**config.mk**
```make
export PLATFORM = sky130hd
export DESIGN_NAME = trap_seq_ctrl
export DESIGN_NICKNAME = d
export VERILOG_FILES = /design/src/rtl/trap_seq_ctrl.sv
export SDC_FILE = /design/constraint.sdc
export NUM_CORES = 1
export LEC_CHECK = 0
export CAP_MARGIN = 10
export CORE_AREA = 2 2 98 100
export DETAILED_ROUTE_END_ITERATION = 6
export DIE_AREA = 0 0 100 102
export PLACE_DENSITY = 0.82
export SLEW_MARGIN = 15
export SYNTH_ARGS = -nofsm -noshare
export SYNTH_HDL_FRONTEND = slang
export SYNTH_SLANG_ARGS = --single-unit
```
**constraint.sdc**
```tcl
create_clock -name clk -period 3.9 [get_ports clk]
set_input_delay 0.585 -clock clk [delete_from_list [all_inputs] [get_ports clk]]
set_output_delay 0.585 -clock clk [all_outputs]
set_load 0.02 [all_outputs]
```
**src/rtl/trap_seq_ctrl.sv**
```systemverilog
// Trap/MRET/branch redirect sequencer; TRAP_SEQ_CTRL_DRAIN_TIMEOUT_EN adds a DRAIN watchdog.
// Latency: branch redirect 1 cycle, MRET redirect 2 cycles, trap redirect 4 + extra DRAIN cycles.
// Backpressure: events outside IDLE are dropped; mem_busy holds the sequence in DRAIN.
module trap_seq_ctrl #(
    parameter int DRAIN_MAX = 16
) (
    input  logic        clk,
    input  logic        rst,
    input  logic        exc_valid,
    input  logic [5:0]  exc_code,
    input  logic [31:0] exc_pc,
    input  logic        mret_req,
    input  logic        br_jmp_flag,
    input  logic [31:0] br_target,
    input  logic [31:0] mtvec,
    input  logic [31:0] mepc_in,
    input  logic        mem_busy,
    output logic        flush,
    output logic        stall_fetch,
    output logic        redirect_valid,
    output logic [31:0] redirect_pc,
    output logic        csr_trap_we,
    output logic [31:0] csr_mepc,
    output logic [4:0]  csr_mcause,
    output logic        mret_done,
    output logic        busy,
    output logic        drain_timeout
);

    typedef enum logic [2:0] {
        IDLE     = 3'd0,
        FLUSH    = 3'd1,
        DRAIN    = 3'd2,
        COMMIT   = 3'd3,
        REDIRECT = 3'd4
    } state_t;

    state_t state;
    logic   is_mret;

    generate
        if (DRAIN_MAX < 2 || DRAIN_MAX > 255) begin : g_bad_drain_max
            $error("trap_seq_ctrl: DRAIN_MAX must be in 2..255");
        end
    endgenerate

    // Bit 5 of the code only qualifies exc_valid upstream; mtvec mode bits are ignored.
    logic unused_bits;
    assign unused_bits = ^{exc_code[5], mtvec[1:0]};

`ifdef TRAP_SEQ_CTRL_DRAIN_TIMEOUT_EN
    localparam logic [7:0] DRAIN_LAST = 8'(DRAIN_MAX);
    logic [7:0] drain_cnt;
`else
    assign drain_timeout = 1'b0;
`endif

    always_ff @(posedge clk or posedge rst) begin
        if (rst) begin
            state          <= IDLE;
            is_mret        <= 1'b0;
            flush          <= 1'b0;
            stall_fetch    <= 1'b0;
            redirect_valid <= 1'b0;
            redirect_pc    <= '0;
            csr_trap_we    <= 1'b0;
            csr_mepc       <= '0;
            csr_mcause     <= '0;
            mret_done      <= 1'b0;
            busy           <= 1'b0;
`ifdef TRAP_SEQ_CTRL_DRAIN_TIMEOUT_EN
            drain_cnt      <= '0;
            drain_timeout  <= 1'b0;
`endif
        end else begin
            flush          <= 1'b0;
            redirect_valid <= 1'b0;
            csr_trap_we    <= 1'b0;
            mret_done      <= 1'b0;
            case (state)
                IDLE: begin
                    if (exc_valid) begin
                        state       <= FLUSH;
                        is_mret     <= 1'b0;
                        flush       <= 1'b1;
                        stall_fetch <= 1'b1;
                        busy        <= 1'b1;
                        csr_mepc    <= exc_pc;
                        csr_mcause  <= exc_code[4:0];
                    end else if (mret_req) begin
                        state       <= FLUSH;
                        is_mret     <= 1'b1;
                        flush       <= 1'b1;
                        stall_fetch <= 1'b1;
                        busy        <= 1'b1;
                    end else if (br_jmp_flag) begin
                        // Branches redirect in one shot without leaving IDLE.
                        flush          <= 1'b1;
                        redirect_valid <= 1'b1;
                        redirect_pc    <= br_target;
                    end
                end
                FLUSH: begin
                    if (is_mret) begin
                        state          <= REDIRECT;
                        redirect_valid <= 1'b1;
                        redirect_pc    <= mepc_in;
                        mret_done      <= 1'b1;
                    end else begin
                        state <= DRAIN;
`ifdef TRAP_SEQ_CTRL_DRAIN_TIMEOUT_EN
                        drain_cnt <= '0;
`endif
                    end
                end
                DRAIN: begin
`ifdef TRAP_SEQ_CTRL_DRAIN_TIMEOUT_EN
                    drain_cnt <= drain_cnt + 8'd1;
                    if (!mem_busy) begin
                        state       <= COMMIT;
                        csr_trap_we <= 1'b1;
                    end else if (drain_cnt + 8'd1 == DRAIN_LAST) begin
                        state         <= COMMIT;
                        csr_trap_we   <= 1'b1;
                        drain_timeout <= 1'b1;
                    end
`else
                    if (!mem_busy) begin
                        state       <= COMMIT;
                        csr_trap_we <= 1'b1;
                    end
`endif
                end
                COMMIT: begin
                    state          <= REDIRECT;
                    redirect_valid <= 1'b1;
                    redirect_pc    <= {mtvec[31:2], 2'b00};
                end
                REDIRECT: begin
                    state       <= IDLE;
                    stall_fetch <= 1'b0;
                    busy        <= 1'b0;
                end
                default: begin
                    state       <= IDLE;
                    stall_fetch <= 1'b0;
                    busy        <= 1'b0;
                end
            endcase
        end
    end

endmodule

```
# --- After elaboration in Yosys (flattened, before gate mapping) ---
# Cells that the tools add are included.
op_classes:
  n_eq_ne: 9
  n_mul: 0
  n_lt_le_gt_ge: 0
  shift: 0
  n_div: 0
  bitwise: 1
  add_sub_neg: 0
  n_reduce_logical: 9
  n_mux: 25
op_table:
  columns: ["cell", "count"]
  rows:
  - ["2-to-1 mux 32 bit", 4]
  - ["case mux 32 bit (3 select lines)", 1]
  - ["2-to-1 mux 1 bit", 13]
  - ["2-to-1 mux 3 bit", 4]
  - ["case mux 3 bit (4 select lines)", 1]
  - ["inequality test 2 bit (second input constant)", 5]
  - ["AND reduction 2 bit", 4]
  - ["equality test 3 x 2 -> 1 bit (second input constant)", 2]
  - ["AND reduction 5 bit", 1]
  - ["equality test 3 x 1 -> 1 bit (second input constant)", 1]
  - ["zero test 3 bit", 1]
  - ["inequality test 3 bit (second input constant)", 1]
  - ["case mux 1 bit (3 select lines)", 1]
  - ["nonzero test 3 bit", 1]
  - ["OR reduction 3 bit", 1]
  - ["case mux 1 bit (2 select lines)", 1]
  - ["nonzero test 2 bit", 1]
  - ["inverter 1 bit", 1]
totals:
  reg_bits: 78
  latch_bits: 0
  wordCells: 54
  n_memories: 0
  mem_bits_rw: 0
  romBits: 0

# --- Longest topological paths before layout ---
depth:
  depth_word: 4
  ltp_mapped: 6
  ltp_nobuf: 3

# --- Worst setup path before layout ---
# OpenSTA, ideal clock, no wires.
synth_path:
  path_type: "input -> register"
  from: "input port br_jmp_flag"
  to: "register redirect_pc[19]"
  setup_time_ns: 0.126
  arrival_ns: 1.482
  t_required_ns: 3.774
  setup_slack_ns: 2.292
  cell_stages: 5
  cell_sequence: "nor3b_1 and2_1 buf_2 buf_6 a221o_1"
synth_between:
  elab_chain_cells: 2
synth_lines:
  columns: ["element", "line", "text"]
  rows:
  - ["start: declaration", "13", "input logic br_jmp_flag,"]
  - ["inequality test 2 bit (no source line)", null, null]
  - ["AND reduction 5 bit (no source line)", null, null]
  - ["end signal: assignment", "100", "redirect_pc <= br_target;"]
  - ["end signal: assignment", "107", "redirect_pc <= mepc_in;"]
  - ["end signal: assignment", "137", "redirect_pc <= {mtvec[31:2], 2'b00};"]
  - ["end: declaration", "21", "output logic [31:0] redirect_pc,"]
# No other way between the ends.
# A chain may end at the register's enable or synchronous reset.

# --- Worst setup path after layout ---
layout_path:
  from: "input port mret_req"
  to: "register redirect_pc[1]"
layout_between:
  elab_chain_cells: 2
layout_lines:
  columns: ["element", "line", "text"]
  rows:
  - ["start: declaration", "12", "input logic mret_req,"]
  - ["inequality test 2 bit (no source line)", null, null]
  - ["AND reduction 5 bit (no source line)", null, null]
# No other way between the ends.

==> impl_metrics.py <==
metrics = {
    "cells_and_area": {
        "stdcell_count": 584,
        "num-fill-cells": 724,
        "finish.net_count": 608,
        "antenna_cells_inserted": 0,
        "synthToLayoutAreaGrowth_pct": 63.2,
        "fraction_of_layout_cells_with_a_size_suffix_above_1": 0.131,
    },
    "cts": {
        "cts_clock_pin_slew_for_the_worst_setup_and_hold_paths_ns": 0.09,
        "clock_path_buffers": 2,
        "post_cts_setup_buffers": 0,
        "numCtsBuffers": 9,
        "clock_latency_ns": 0.35,
        "hold_bufs_at_cts": 0,
        "clockRootBuffer": "clkbuf_8",
        "tritoncts_clock_tree": "yes",
        "clock_tree.htree_level_count": 3,
        "cts_repair_resize_count": 0,
        "number_of_sinks_handled_by_clock_tree_synthesis": 78,
    },
    "sta": {
        "worstMarginPinSlew_ns": 0.880,
        "timing.final.setup_violations": 0,
        "hold_slack_ns": 0.507,
        "totalNegativeSetupSlack_ns": 0,
        "final.setup_skew_ns": 0.0147,
        "finalMaxSlewViolations": 0,
        "max_freq_mhz": 429,
        "relSlewSlack": 0.411,
        "setup_slack_ns": 1.57,
        "finalWorstPathRequiredPeriod_ns": 2.33,
        "setup_repair_after_global_routing_missed_its_margin": "false",
        "report.final.hold_viol_count": 0,
        "final_min_period_over_clock_period": 0.597,
    },
    "worst_setup_path": {
        "worstSetupEndpointType": "flop",
        "crit_fanout": 21,
        "setup.worst_path.start_class": "input port",
        "worst_r2r_endpoint": "redirect_pc[1]",
        "setup.worst_path.class": "in -> reg",
        "timing.critical_path.to": "redirect_pc[1]",
        "regToRegSetupSlack_ns": 1.91,
        "required_ns": 4.07,
        "worstPathArrival_ns": 2.50,
        "r2r_cells": 4,
        "cp_launch_point": "mret_req",
        "rr_startpoint": "state[0]",
    },
    "drt": {
        "routed_via_density": 5.20,
        "num_vias": 3039,
        "routedWlPerCell_um": 18.2,
        "first_iter_violations": 91,
        "drtAntennaViolNets": 0,
        "remaining_drc_errors": 0,
        "wirelength_um": 10600,
        "drtPass1Iterations": 4,
    },
    "synthesis": {
        "ys_types": 28,
        "synth_largest_type_area_fraction": 0.535,
        "synthesis.instances": 266,
        "top_cells_by_area_in_the_synthesized_netlist": "dfrtp_1 54%, a221o_1 8.2%, mux2i_1 8.2%",
        "number_of_enable_flip_flop_cells_after_synthesis": 0,
        "register_bit_total_from_synthesis": 78,
        "total_nets_after_synthesis": 406,
        "synthesis.yosys.warnings": 0,
        "synth_seq_area_share": 0.535,
        "synthArstFlopShare": 1.00,
        "yosys-top-cells-count": "78 x dfrtp_1, 33 x nor3_1, 30 x a221o_1, 30 x mux2i_1, 19 x mux2_4",
        "ys.flop_type": "dfrtp_1",
        "synth_area_per_cell_um2": 13.7,
        "synth_area_leader_cell": "dfrtp_1",
        "synth_most_common_cell": "dfrtp_1",
        "post_synth_instance_area_um2": 3650,
    },
    "global_route": {
        "maximum_number_of_pins_on_one_net_before_global_route_repair": 52,
        "globalRoute.totalOverflow": 0,
        "antenna_found_initial": 0,
        "grt_pass1_vias": 3266,
        "global_route.usage.total": 0.207,
        "grt_pass1_wl_um": 16300,
    },
    "run": {
        "max_cap_viol_count": 0,
    },
    "power": {
        "total_power_mw": 4.88,
        "p_leak_nw": 2.45,
        "power.share.sequential": 0.301,
        "power_report.internal_total_mw": 3.06,
        "vdd.ir_drop.worst_v": 0.000375,
        "netSwitchingPower_mw": 1.82,
        "power.clock.fraction": 0.148,
        "power.share.combinational": 0.551,
        "power-per-cell-area_nw_per_um2": 820,
        "swShare": 0.374,
    },
    "placed_design": {
        "dp.cells": 568,
        "dpl_worst_slack_ns": 1.20,
        "globalplace.congestion": 0.768,
        "hpwl_detailed_um": 7830,
        "numPortBuffers": 211,
    },
    "die": {
        "die_w_um": 100,
        "die-area_um2": 10200,
        "die_boundary_height_um": 102,
        "start_util": 0.400,
        "placeableCoreArea_um2": 9110,
        "placementRows": 35,
        "pin_count": 216,
    },
    "status": {
        "status": "completed",
    },
    "hold_path": {
        "min-delay-path-class": "reg -> reg",
    },
}
-- final cells by class --
cell class	count	area [um2]	share of cell area
Clock buffer	11	131	0.0221
Clock inverter	5	106	0.0179
Inverter	8	31.3	0.00525
Multi-Input combinational cell	155	1440	0.242
Sequential cell	78	1950	0.328
Tap cell	111	139	0.0233
Timing Repair Buffer	216	2150	0.361
-- metrics by stage --
step                      cell area, um2   util
after floorplan                     3650      -
after global placement              5720  0.627
after detailed placement            5720  0.627
after CTS                           5950  0.654
after global routing                5950  0.654
final                               5950  0.654
-- cell families (layout without fill, tap and decap cells) --
group | Yosys count | after routing | synth area share
compound gates | 39 | 39 | 0.105
other cells | 1 | 1 | 0.00103
buf+inv | 33 | 240 | 0.0693
flops | 78 | 78 | 0.535
simple gates | 48 | 48 | 0.0738
mux | 67 | 67 | 0.216
-- worst max-delay path, stage by stage --
cell,delay [ns]
clkdlybuf4s50_1,0.48
nor3b_1,0.43
and2_1,0.50
buf_4,0.35
a221oi_1,0.14
-- cell usage in the layout, fill, tap and decap left out, drive strengths merged --
cell and n:
clkdlybuf4s50 211, dfrtp 78, mux2 37, nor3 34, mux2i 30, a221o 30
clkbuf 11, inv 8, buf 5, nor2 5, a21oi 3, bufinv 3
nor3b 2, nor4b 2, nor2b 2, a221oi 2, and2 2, nand2b 1
a2bb2oi 1, a2111oi 1, o31a 1, clkinv 1, o21ai 1, conb 1
clkinvlp 1
-- layer usage --
layer  vias to the layer above  GRT usage  wire length (um)  share of wire
met3                        15     0.0540               717          0.068
met2                       123      0.383              5700           0.54
met4                         0     0.0643               164          0.015
met1                      1503      0.236              4040           0.38
li1                       1398          -                 -              -
met5                         -          0                 0              0
-- power by group through the flow --
stage,registers [mW],logic [mW],clock network [mW]
6_report,1.47,2.69,0.724
3_3_place_gp,1.46,2.64,0
5_1_grt,1.52,2.85,0.772
3_5_place_dp,1.47,2.71,0
4_1_cts,1.47,2.72,0.741
2_1_floorplan,1.91,1.21,0
-- sequential cells by signal (all words and copies together), names as in the netlist --
signal / count
mret_done: 1
flush: 1
redirect_pc: 32
is_mret: 1
csr_mcause: 5
busy: 1
csr_trap_we: 1
redirect_valid: 1
csr_mepc: 32
state: 3
-- how the worst min path moves through the flow --
stage | from | endpoint | slack (ns) | cells past startpoint
2_1_floorplan | is_mret | is_mret | 0.52 | 2
3_3_place_gp | csr_mepc[27] | csr_mepc[27] | 0.49 | 1
3_5_place_dp | csr_mepc[27] | csr_mepc[27] | 0.49 | 1
4_1_cts | csr_mepc[22] | csr_mepc[22] | 0.51 | 1
5_1_grt | csr_mepc[25] | csr_mepc[25] | 0.52 | 1
6_report | csr_mepc[22] | csr_mepc[22] | 0.51 | 1
(Power assumes the default switching activity.)
